File: src/rtl/pe_post_pkg.sv
// Shared types and constants for the PE post-activation stage.
package pe_post_pkg;

  localparam int unsigned ACC_W       = 24;
  localparam int unsigned BIAS_W      = 24;
  localparam int unsigned OUT_W       = 8;
  localparam int unsigned SHIFT_W     = 5;
  localparam int unsigned LEAKY_SHIFT = 3;
  localparam int unsigned SUM_W       = 26;
  localparam int unsigned RND_W       = 27;
  localparam int unsigned SHIFT_MAX   = 24;
  localparam int          OUT_MAX     = 127;
  localparam int          OUT_MIN     = -128;

  typedef enum logic [1:0] {
    S_IDLE,
    S_BIAS,
    S_ACT,
    S_QUANT
  } state_e;

  function automatic logic [SHIFT_W-1:0] clamp_shift(input logic [SHIFT_W-1:0] s);
    return (s > SHIFT_W'(SHIFT_MAX)) ? SHIFT_W'(SHIFT_MAX) : s;
  endfunction

endpackage

File: src/rtl/post_out_fifo2.sv
// Two-entry synchronous FIFO; head register reads as zero when empty.
module post_out_fifo2 #(
  parameter int unsigned W = 8
) (
  input  logic         clk,
  input  logic         rst_n,
  input  logic         push,
  input  logic         pop,
  input  logic [W-1:0] din,
  output logic [W-1:0] dout,
  output logic         full,
  output logic         empty
);

  logic [1:0]   cnt;
  logic [W-1:0] head_q;
  logic [W-1:0] tail_q;
  logic         pop_ok_c;
  logic         push_ok_c;

  always_comb begin
    pop_ok_c  = pop && (cnt != 2'd0);
    push_ok_c = push && ((cnt != 2'd2) || pop_ok_c);
  end

  // Shift-register organisation keeps the head in a fixed register
  always_ff @(posedge clk) begin
    if (!rst_n) begin
      cnt    <= 2'd0;
      head_q <= '0;
      tail_q <= '0;
    end else if (pop_ok_c && push_ok_c) begin
      if (cnt == 2'd1) begin
        head_q <= din;
      end else begin
        head_q <= tail_q;
        tail_q <= din;
      end
    end else if (pop_ok_c) begin
      head_q <= (cnt == 2'd2) ? tail_q : '0;
      tail_q <= '0;
      cnt    <= cnt - 2'd1;
    end else if (push_ok_c) begin
      if (cnt == 2'd0) head_q <= din;
      else             tail_q <= din;
      cnt <= cnt + 2'd1;
    end
  end

  assign dout  = head_q;
  assign full  = (cnt == 2'd2);
  assign empty = (cnt == 2'd0);

endmodule

File: src/rtl/pe_post_act.sv
// Bias add, leaky ReLU and int8 requantization of MAC results, with a
// 2-entry output queue behind a valid/ready handshake.
module pe_post_act
  import pe_post_pkg::*;
(
  input  logic                 clk,
  input  logic                 rst_n,
  input  logic                 in_valid,
  output logic                 in_ready,
  input  logic [ACC_W-1:0]     mac_in,
  input  logic [BIAS_W-1:0]    bias_in,
  input  logic [SHIFT_W-1:0]   shift_in,
  output logic                 out_valid,
  input  logic                 out_ready,
  output logic [OUT_W-1:0]     out_data,
  output logic                 sat_flag,
  input  logic                 clr_flag
);

  localparam logic signed [RND_W-1:0] R_MAX = RND_W'(OUT_MAX);
  localparam logic signed [RND_W-1:0] R_MIN = RND_W'(OUT_MIN);

  state_e                    state;
  logic [ACC_W-1:0]          mac_q;
  logic [BIAS_W-1:0]         bias_q;
  logic [SHIFT_W-1:0]        shift_q;
  logic signed [SUM_W-1:0]   sum_q;
  logic signed [SUM_W-1:0]   act_q;

  logic signed [RND_W-1:0]   act_ext_c;
  logic signed [RND_W-1:0]   half_c;
  logic signed [RND_W-1:0]   r_c;
  logic [OUT_W-1:0]          q_c;
  logic                      clip_c;
  logic                      push_c;
  logic                      pop_c;
  logic                      fifo_full;
  logic                      fifo_empty;

  // Round-half-up right shift and saturation of the activated value
  always_comb begin
    act_ext_c = {act_q[SUM_W-1], act_q};
    half_c    = '0;
    if (shift_q != '0) half_c = RND_W'(1) << (shift_q - SHIFT_W'(1));
    r_c       = (shift_q == '0) ? act_ext_c : ((act_ext_c + half_c) >>> shift_q);
    clip_c    = 1'b0;
    q_c       = OUT_W'(r_c);
    if (r_c > R_MAX) begin
      q_c    = OUT_W'(OUT_MAX);
      clip_c = 1'b1;
    end else if (r_c < R_MIN) begin
      q_c    = OUT_W'(OUT_MIN);
      clip_c = 1'b1;
    end
  end

  assign pop_c  = !fifo_empty && out_ready;
  assign push_c = (state == S_QUANT) && (!fifo_full || pop_c);

  always_ff @(posedge clk) begin
    if (!rst_n) begin
      state   <= S_IDLE;
      mac_q   <= '0;
      bias_q  <= '0;
      shift_q <= '0;
      sum_q   <= '0;
      act_q   <= '0;
    end else begin
      case (state)
        S_IDLE: begin
          if (in_valid) begin
            mac_q   <= mac_in;
            bias_q  <= bias_in;
            shift_q <= clamp_shift(shift_in);
            state   <= S_BIAS;
          end
        end
        S_BIAS: begin
          sum_q <= $signed({2'b00, mac_q}) +
                   $signed({{(SUM_W-BIAS_W){bias_q[BIAS_W-1]}}, bias_q});
          state <= S_ACT;
        end
        S_ACT: begin
          act_q <= sum_q[SUM_W-1] ? (sum_q >>> LEAKY_SHIFT) : sum_q;
          state <= S_QUANT;
        end
        S_QUANT: begin
          if (push_c) state <= S_IDLE;
        end
        default: state <= S_IDLE;
      endcase
    end
  end

  // Sticky clip indicator; a new clip beats a same-edge clear
  always_ff @(posedge clk) begin
    if (!rst_n)                  sat_flag <= 1'b0;
    else if (push_c && clip_c)   sat_flag <= 1'b1;
    else if (clr_flag)           sat_flag <= 1'b0;
  end

  assign in_ready  = (state == S_IDLE);
  assign out_valid = !fifo_empty;

  post_out_fifo2 #(.W(OUT_W)) u_fifo (
    .clk   (clk),
    .rst_n (rst_n),
    .push  (push_c),
    .pop   (pop_c),
    .din   (q_c),
    .dout  (out_data),
    .full  (fifo_full),
    .empty (fifo_empty)
  );

endmodule

File: config.mk
export PLATFORM = sky130hd
export DESIGN_NAME = pe_post_act
export DESIGN_NICKNAME = d
export VERILOG_FILES = /design/src/rtl/pe_post_pkg.sv /design/src/rtl/post_out_fifo2.sv /design/src/rtl/pe_post_act.sv
export SDC_FILE = /design/constraint.sdc
export NUM_CORES = 1
export LEC_CHECK = 0
export ABC_AREA = 1
export CAP_MARGIN = 20
export CORE_ASPECT_RATIO = 1.75
export CORE_MARGIN = 2
export CORE_UTILIZATION = 27
export CTS_CLUSTER_DIAMETER = 60
export DETAILED_ROUTE_END_ITERATION = 12
export PLACE_DENSITY_LB_ADDON = 0.08
export SLEW_MARGIN = 0
export SYNTH_ARGS = -nofsm -noshare
export SYNTH_HDL_FRONTEND = slang
export SYNTH_HIERARCHICAL = 1
export SYNTH_SLANG_ARGS = --single-unit
export TNS_END_PERCENT = 10
File: constraint.sdc
create_clock -name clk -period 7.2 [get_ports clk]
set_clock_uncertainty 0.1 [all_clocks]
set_input_delay 0.72 -clock clk [delete_from_list [all_inputs] [get_ports clk]]
set_output_delay 0.72 -clock clk [all_outputs]
set_load 0.03 [all_outputs]
Word level (Yosys, flattened, before mapping)
Index checks and enable logic that the tools add are counted.
{ "word_totals": {"regBits": 126, "latch_bits": 0, "mem_bits_rw": 0, "rom_bits": 0, "in_bits": 58, "output_inout_bits": 11, "elab_cells": 81, "mem_count": 0} }
{ "op_classes": {"add_sub_neg": 5, "multipliers": 0, "div": 0, "magnitude_cmp": 3, "eq_ne": 10, "shift": 2, "muxes": 26, "bitwise_logic": 1, "reduce_logical": 24} }
{ "op_table": {"columns": ["cell", "n"], "rows": [
  ["$mux W8", 13],
  ["$mux W27", 2],
  ["$add A26 B27 Y27", 1],
  ["$gt A27 B8 Y1 const B", 1],
  ["$lt A27 B8 Y1 const B", 1],
  ["$shl A1 B5 Y27 const A", 1],
  ["$sshr A27 B5 Y27", 1],
  ["$add A25 B24 Y26", 1],
  ["$mux W26", 1],
  ["$mux W2", 4],
  ["$ne A2 B2 Y1 const B", 4],
  ["$pmux W2 S4", 1],
  ["$reduce_and A2 Y1", 4],
  ["$eq A2 B2 Y1 const B", 3],
  ["$logic_and A1 B1 Y1", 6],
  ["$reduce_bool A2 Y1", 3],
  ["$reduce_bool A3 Y1", 2],
  ["$gt A5 B5 Y1 const B", 1],
  ["$logic_not A5 Y1", 1],
  ["$mux W5", 1],
  ["$reduce_bool A5 Y1", 1],
  ["$sub A5 B1 Y5 const B", 1],
  ["$eq A2 B1 Y1 const B", 2],
  ["$logic_not A2 Y1", 2],
  ["other kinds (8)", 13]
]} }

Longest topological paths before layout
{ "logic_depth": {"ltp_word": 13, "depth_mapped": 44, "mapped_depth_nobuf": 43} }

Modules after synthesis
Netlist, hierarchy kept.
{ "by_module_without_submodules": {"columns": ["module", "n_inst", "cells_per_inst", "area_per_inst_um2", "seq_area_each_um2"], "rows": [
  ["pe_post_act", 1, 1676, 9690.5, 2162.1],
  ["post_out_fifo2", 1, 199, 1176.1, 360.3]
]} }

Worst setup path before layout
OpenSTA, ideal clock, no wires.
{ "synth_path": {"path_kind": "register to register", "from": "reg shift_q[2]", "to": "reg u_fifo.head_q[0], in the netlist u_fifo/dout[0]", "setup_time_ps": 64, "t_arrival_ps": 4270, "required_ps": 7036, "path_slack_ps": 2766, "path_stages_with_launch": 37, "path_buffers": 3, "synth_period_minus_slack_ps": 4434, "path_cell_list": "dfxtp_1 buf_2 clkinv_1 clkbuf_1 clkbuf_1 nand2_1 nor2_1 nand2_1 inv_1 ha_1 inv_1 fa_1 inv_1 nand3_1 nand3_1 nand2_1 nand2_1 nand2_1 nand4_1 nand3_1 nand3_1 nand3_1 nand3_1 nand3_1 a21oi_2 nand2_1 nor2_2 nand2_2 o21ai_4 o2111ai_1 nand2_1 nand2_1 o21ai_0 nand2_1 nand2_1 nor2_1 nor2_1"} }
{ "synth_between": {"elab_chain_len": 13, "elab_cells_between_ends": 17, "classes_between": "add/sub (2); order compare (2); shift (2); mux (9); reduce/logical (2)"} }
{ "synth_lines": {"columns": ["element", "line", "text"], "rows": [
  ["start: declaration", "pe_post_act.sv:26", "logic [SHIFT_W-1:0] shift_q;"],
  ["start signal: assignment", "pe_post_act.sv:74", "shift_q <= clamp_shift(shift_in);"],
  ["$sub A5 B1 Y5", "pe_post_act.sv:44", "if (shift_q != '0) half_c = RND_W'(1) << (shift_q - SHIFT_W'(1));"],
  ["$shl A1 B5 Y27", "pe_post_act.sv:44", null],
  ["$mux W27", "pe_post_act.sv:44", null],
  ["$add A26 B27 Y27", "pe_post_act.sv:45", "r_c = (shift_q == '0) ? act_ext_c : ((act_ext_c + half_c) >>> shift_q);"],
  ["$sshr A27 B5 Y27", "pe_post_act.sv:45", null],
  ["$mux W27 (*)", "pe_post_act.sv:45", null],
  ["$lt A27 B8 Y1", "pe_post_act.sv:51", "end else if (r_c < R_MIN) begin"],
  ["$mux W8", "pe_post_act.sv:51", null],
  ["$mux W8 (*)", "pe_post_act.sv:48", "if (r_c > R_MAX) begin"],
  ["net q_c[0]", "pe_post_act.sv:33", "logic [OUT_W-1:0] q_c;"],
  ["$mux W8", "post_out_fifo2.sv:44", "if (cnt == 2'd0) head_q <= din;"],
  ["$mux W8", "post_out_fifo2.sv:43", "end else if (push_ok_c) begin"],
  ["$mux W8", "post_out_fifo2.sv:39", "end else if (pop_ok_c) begin"],
  ["$mux W8 (*)", "post_out_fifo2.sv:32", "end else if (pop_ok_c && push_ok_c) begin"],
  ["end signal: assignment", "post_out_fifo2.sv:34", "head_q <= din;"],
  ["end signal: assignment", "post_out_fifo2.sv:40", "head_q <= (cnt == 2'd2) ? tail_q : '0;"],
  ["end signal: assignment", "post_out_fifo2.sv:44", null],
  ["end: declaration", "post_out_fifo2.sv:16", "logic [W-1:0] head_q;"]
]} }
Mark *: on every way through the listed nets, which the timed path passes. The rest lies on a longest branch. The select of a mux whose other input is x is not followed.
A chain may end at the register's enable or synchronous reset.

Final worst setup path
{ "layout_path": {"from": "reg shift_q[0]", "to": "reg u_fifo.head_q[3], in the netlist u_fifo/dout[3]"} }
Same word-level chain as after synthesis.

==> reports/metrics.yaml <==
synthesis:
  synth_edf_count: 0
  ys_seq_area_share_pct: 23.21
  ys_seq_elements: 126
  yosysUniqueCellTypes: 49
  syn-num-nets: 1994
  netlist_instances: 1875
  syn_area_mm2: 0.01087
  synth_flop_cell: "dfxtp_1"
  yosys_warnings: 6
  async_reset_ff_share_pct: 0
  syn_avg_cell_area_um2: 5.796
route:
  postRouteAntennaNets: 0
  drc: 0
  firstDrtPassIters: 6
  drt_iter0_drc: 557
  vias_per_cell: 4.843
  avgRoutedWirePerCell_um: 18.36
  num_vias: 11690
  routed_wl_um: 44320
power_and_ir_drop:
  power_mw: 4.907
  peakVddDrop_uv: 182.2
  leakage_nw: 6.278
  p_per_area_mw_per_mm2: 387.3
floorplan:
  die_w_um: 155.7
  num_rows: 97
  num_io_pins: 69
  dieArea_mm2: 0.04193
  die_h_um: 269.4
  start_util_pct: 27.21
  core_area_mm2: 0.03993
global_routing:
  grt_pass1_vias: 11900
  grt_use_met1_pct: 19.77
  grt.busiest_layer: "met2"
  met3_usage_pct: 2.105
  grt_first_pass_wirelength_um: 67610
  gr-usage-met2_pct: 41.88
  grt_max_degree: 83
  grt_usage_pct: 21.35
  antenna_found_initial: 0
  overflow: 0
sta:
  finalCritPeriodShare_pct: 81.02
  min_period_ps: 5834
  fin_setup_tns_ps: 0
  report.final.hold_viol_count: 0
  relSlewSlack_pct: 41.13
  setup_viol_count_final: 0
  timing.final.max_slew_violations: 0
  max_freq_ghz: 0.1714
  worst_slew_pin_slew_ps: 873.8
  rsz0062_at_grt: "false"
  holdWs_ps: 378.1
clocking:
  cts_max_level: 4
  cts_tree: "done"
  clock-sinks: 126
  cts_resized: 0
  clk_pin_slew_ps: 60
  post_cts_buffers: 0
  cts.path.max_buffers: 2
  clk_latency_ps: 430
  cts_hold_buf: 0
  numCtsBuffers: 17
  clockRootBuffer: "clkbuf_16"
finish:
  num_antenna_cells: 0
  area_growth_syn_to_layout_pct: 16.59
  fillers: 4562
  layout.nets: 2026
  drive_above_1_share_pct: 6.305
critical_path:
  cp.required_ps: 7460
  cp-end-kind: "register"
  worst_path_largest_cell_delay_ps: 430
  crit_fanout: 8
  critPathArrivalTime_ps: 6100
  crit_top_cell: "nand2_1"
  path_class: "register to register"
  critPathSlowestCell: "nor2_1"
  cp-start-kind: "register"
placed_design:
  place.gp.congestion: 0.9618
  portBuffers: 68
  hpwl_um: 36870
run_status:
  status: "completed"
flow_run:
  maxCapViolCount: 0
hold_path:
  holdCritPathClass: "register to register"
worst paths after layout:
check / start / to / slack, ps / cells past startpoint
worst max-delay path: shift_q[0] / u_fifo/dout[3] / 1370 / 35
worst min-delay path: sat_flag / sat_flag / 380 / 2
worst max register to register: shift_q[0] / u_fifo/dout[3] / 1370 / 35
worst min register to register: sat_flag / sat_flag / 380 / 2
layout by cell type, fill, tap and decap left out, drive strengths merged, types with 3 or more instances in the layout:
master	netlist	routed
nand2	551	551
nor2	270	270
inv	240	243
nand3	228	228
o21ai	129	129
dfxtp	126	126
clkdlybuf4s50	0	67
a21oi	65	65
ha	59	59
o211ai	33	33
buf	25	22
xor2	18	18
clkbuf	51	18
nand4	17	17
nor3	7	7
xnor2	7	7
clkinv	4	7
bufinv	0	6
nand3b	6	6
o2111ai	5	5
or2	5	5
o21bai	4	4
o221ai	4	4
and2	3	3
a211oi	3	3
worst max-delay path: cells and delay by family, from the launching register on:
family	cells	cell delay, ps
flip-flops	1	350
AND/OR/NAND/NOR	28	4160
AO/OA/AOI/OAI	3	490
adder cells (fa/ha/maj)	1	280
buffers and inverters	3	390
kinds of logic after synthesis:
family                     share of synthesized area, %
xor gates and xnor gates                          2.015
DFF                                               23.21
buffers and inverters                             11.49
and+or+nand+nor                                   42.60
adders and majority gates                         7.162
muxes                                           0.09212
AOI/OAI and AO/OA                                 13.43
Yosys cell counts (6+ instances only):
library cell	n	area [um2]
nand3_2	12	120.1
buf_2	20	100.1
nand2_2	18	112.6
inv_1	231	867.1
inv_2	9	33.78
nand3_1	216	1081
nand4_1	16	100.1
dfxtp_1	126	2522
a21oi_1	62	310.3
xnor2_1	7	61.31
o211ai_1	33	247.7
o21ai_0	121	605.6
o21ai_1	6	30.03
clkbuf_1	51	191.4
nor2_1	254	953.4
xor2_1	18	157.7
nand3b_1	6	45.04
nand2_1	532	1997
nor3_1	7	35.03
nor2_2	15	93.84
ha_1	59	738.2
where the power goes:
group	total (mW)	internal, mW	leakage (nW)	switching, mW
Sequential	1.13	0.920	1.04	0.205
Clock	0.995	0.651	0.321	0.344
Combinational	2.79	0.879	4.92	1.91
Total	4.91	2.45	6.28	2.46
metal layers:
layer,vias up,wire (um)
met5,-,0
met3,119,966
li1,6077,-
met1,5223,15520
met2,272,24140
met4,0,3702
area by class of cell:
type | instances | area (um2) | area share, %
multi-input cells | 1429 | 7101 | 56.04
flip-flops and latches | 126 | 2522 | 19.91
inverters | 244 | 915.9 | 7.229
repair buffers | 89 | 845.8 | 6.676
well taps | 495 | 619.3 | 4.888
clock buffers | 18 | 429.2 | 3.387
clock inverters | 13 | 236.5 | 1.866
registers in the layout, summed over array words and instances (netlist names):
name,cells
act_q,26
sum_q,26
bias_q,24
mac_q,24
u_fifo/dout,8
u_fifo/tail_q,8
shift_q,5
state,2
u_fifo/cnt,2
sat_flag,1
per-stage QoR:
| step | setup WS (ps) | cells | utilization (%) | cell area (um2) |
|---|---|---|---|---|
| after floorplan | 2766 | 1875 | - | 10870 |
| after global placement | 1410 | 2381 | 29.99 | 11980 |
| after detailed placement | 1424 | 2381 | 29.99 | 11980 |
| after CTS | 1387 | 2412 | 31.66 | 12640 |
| after global routing | 705.8 | 2414 | 31.73 | 12670 |
| final | 1366 | 2414 | 31.73 | 12670 |
Power figures use the tool's default switching activity.
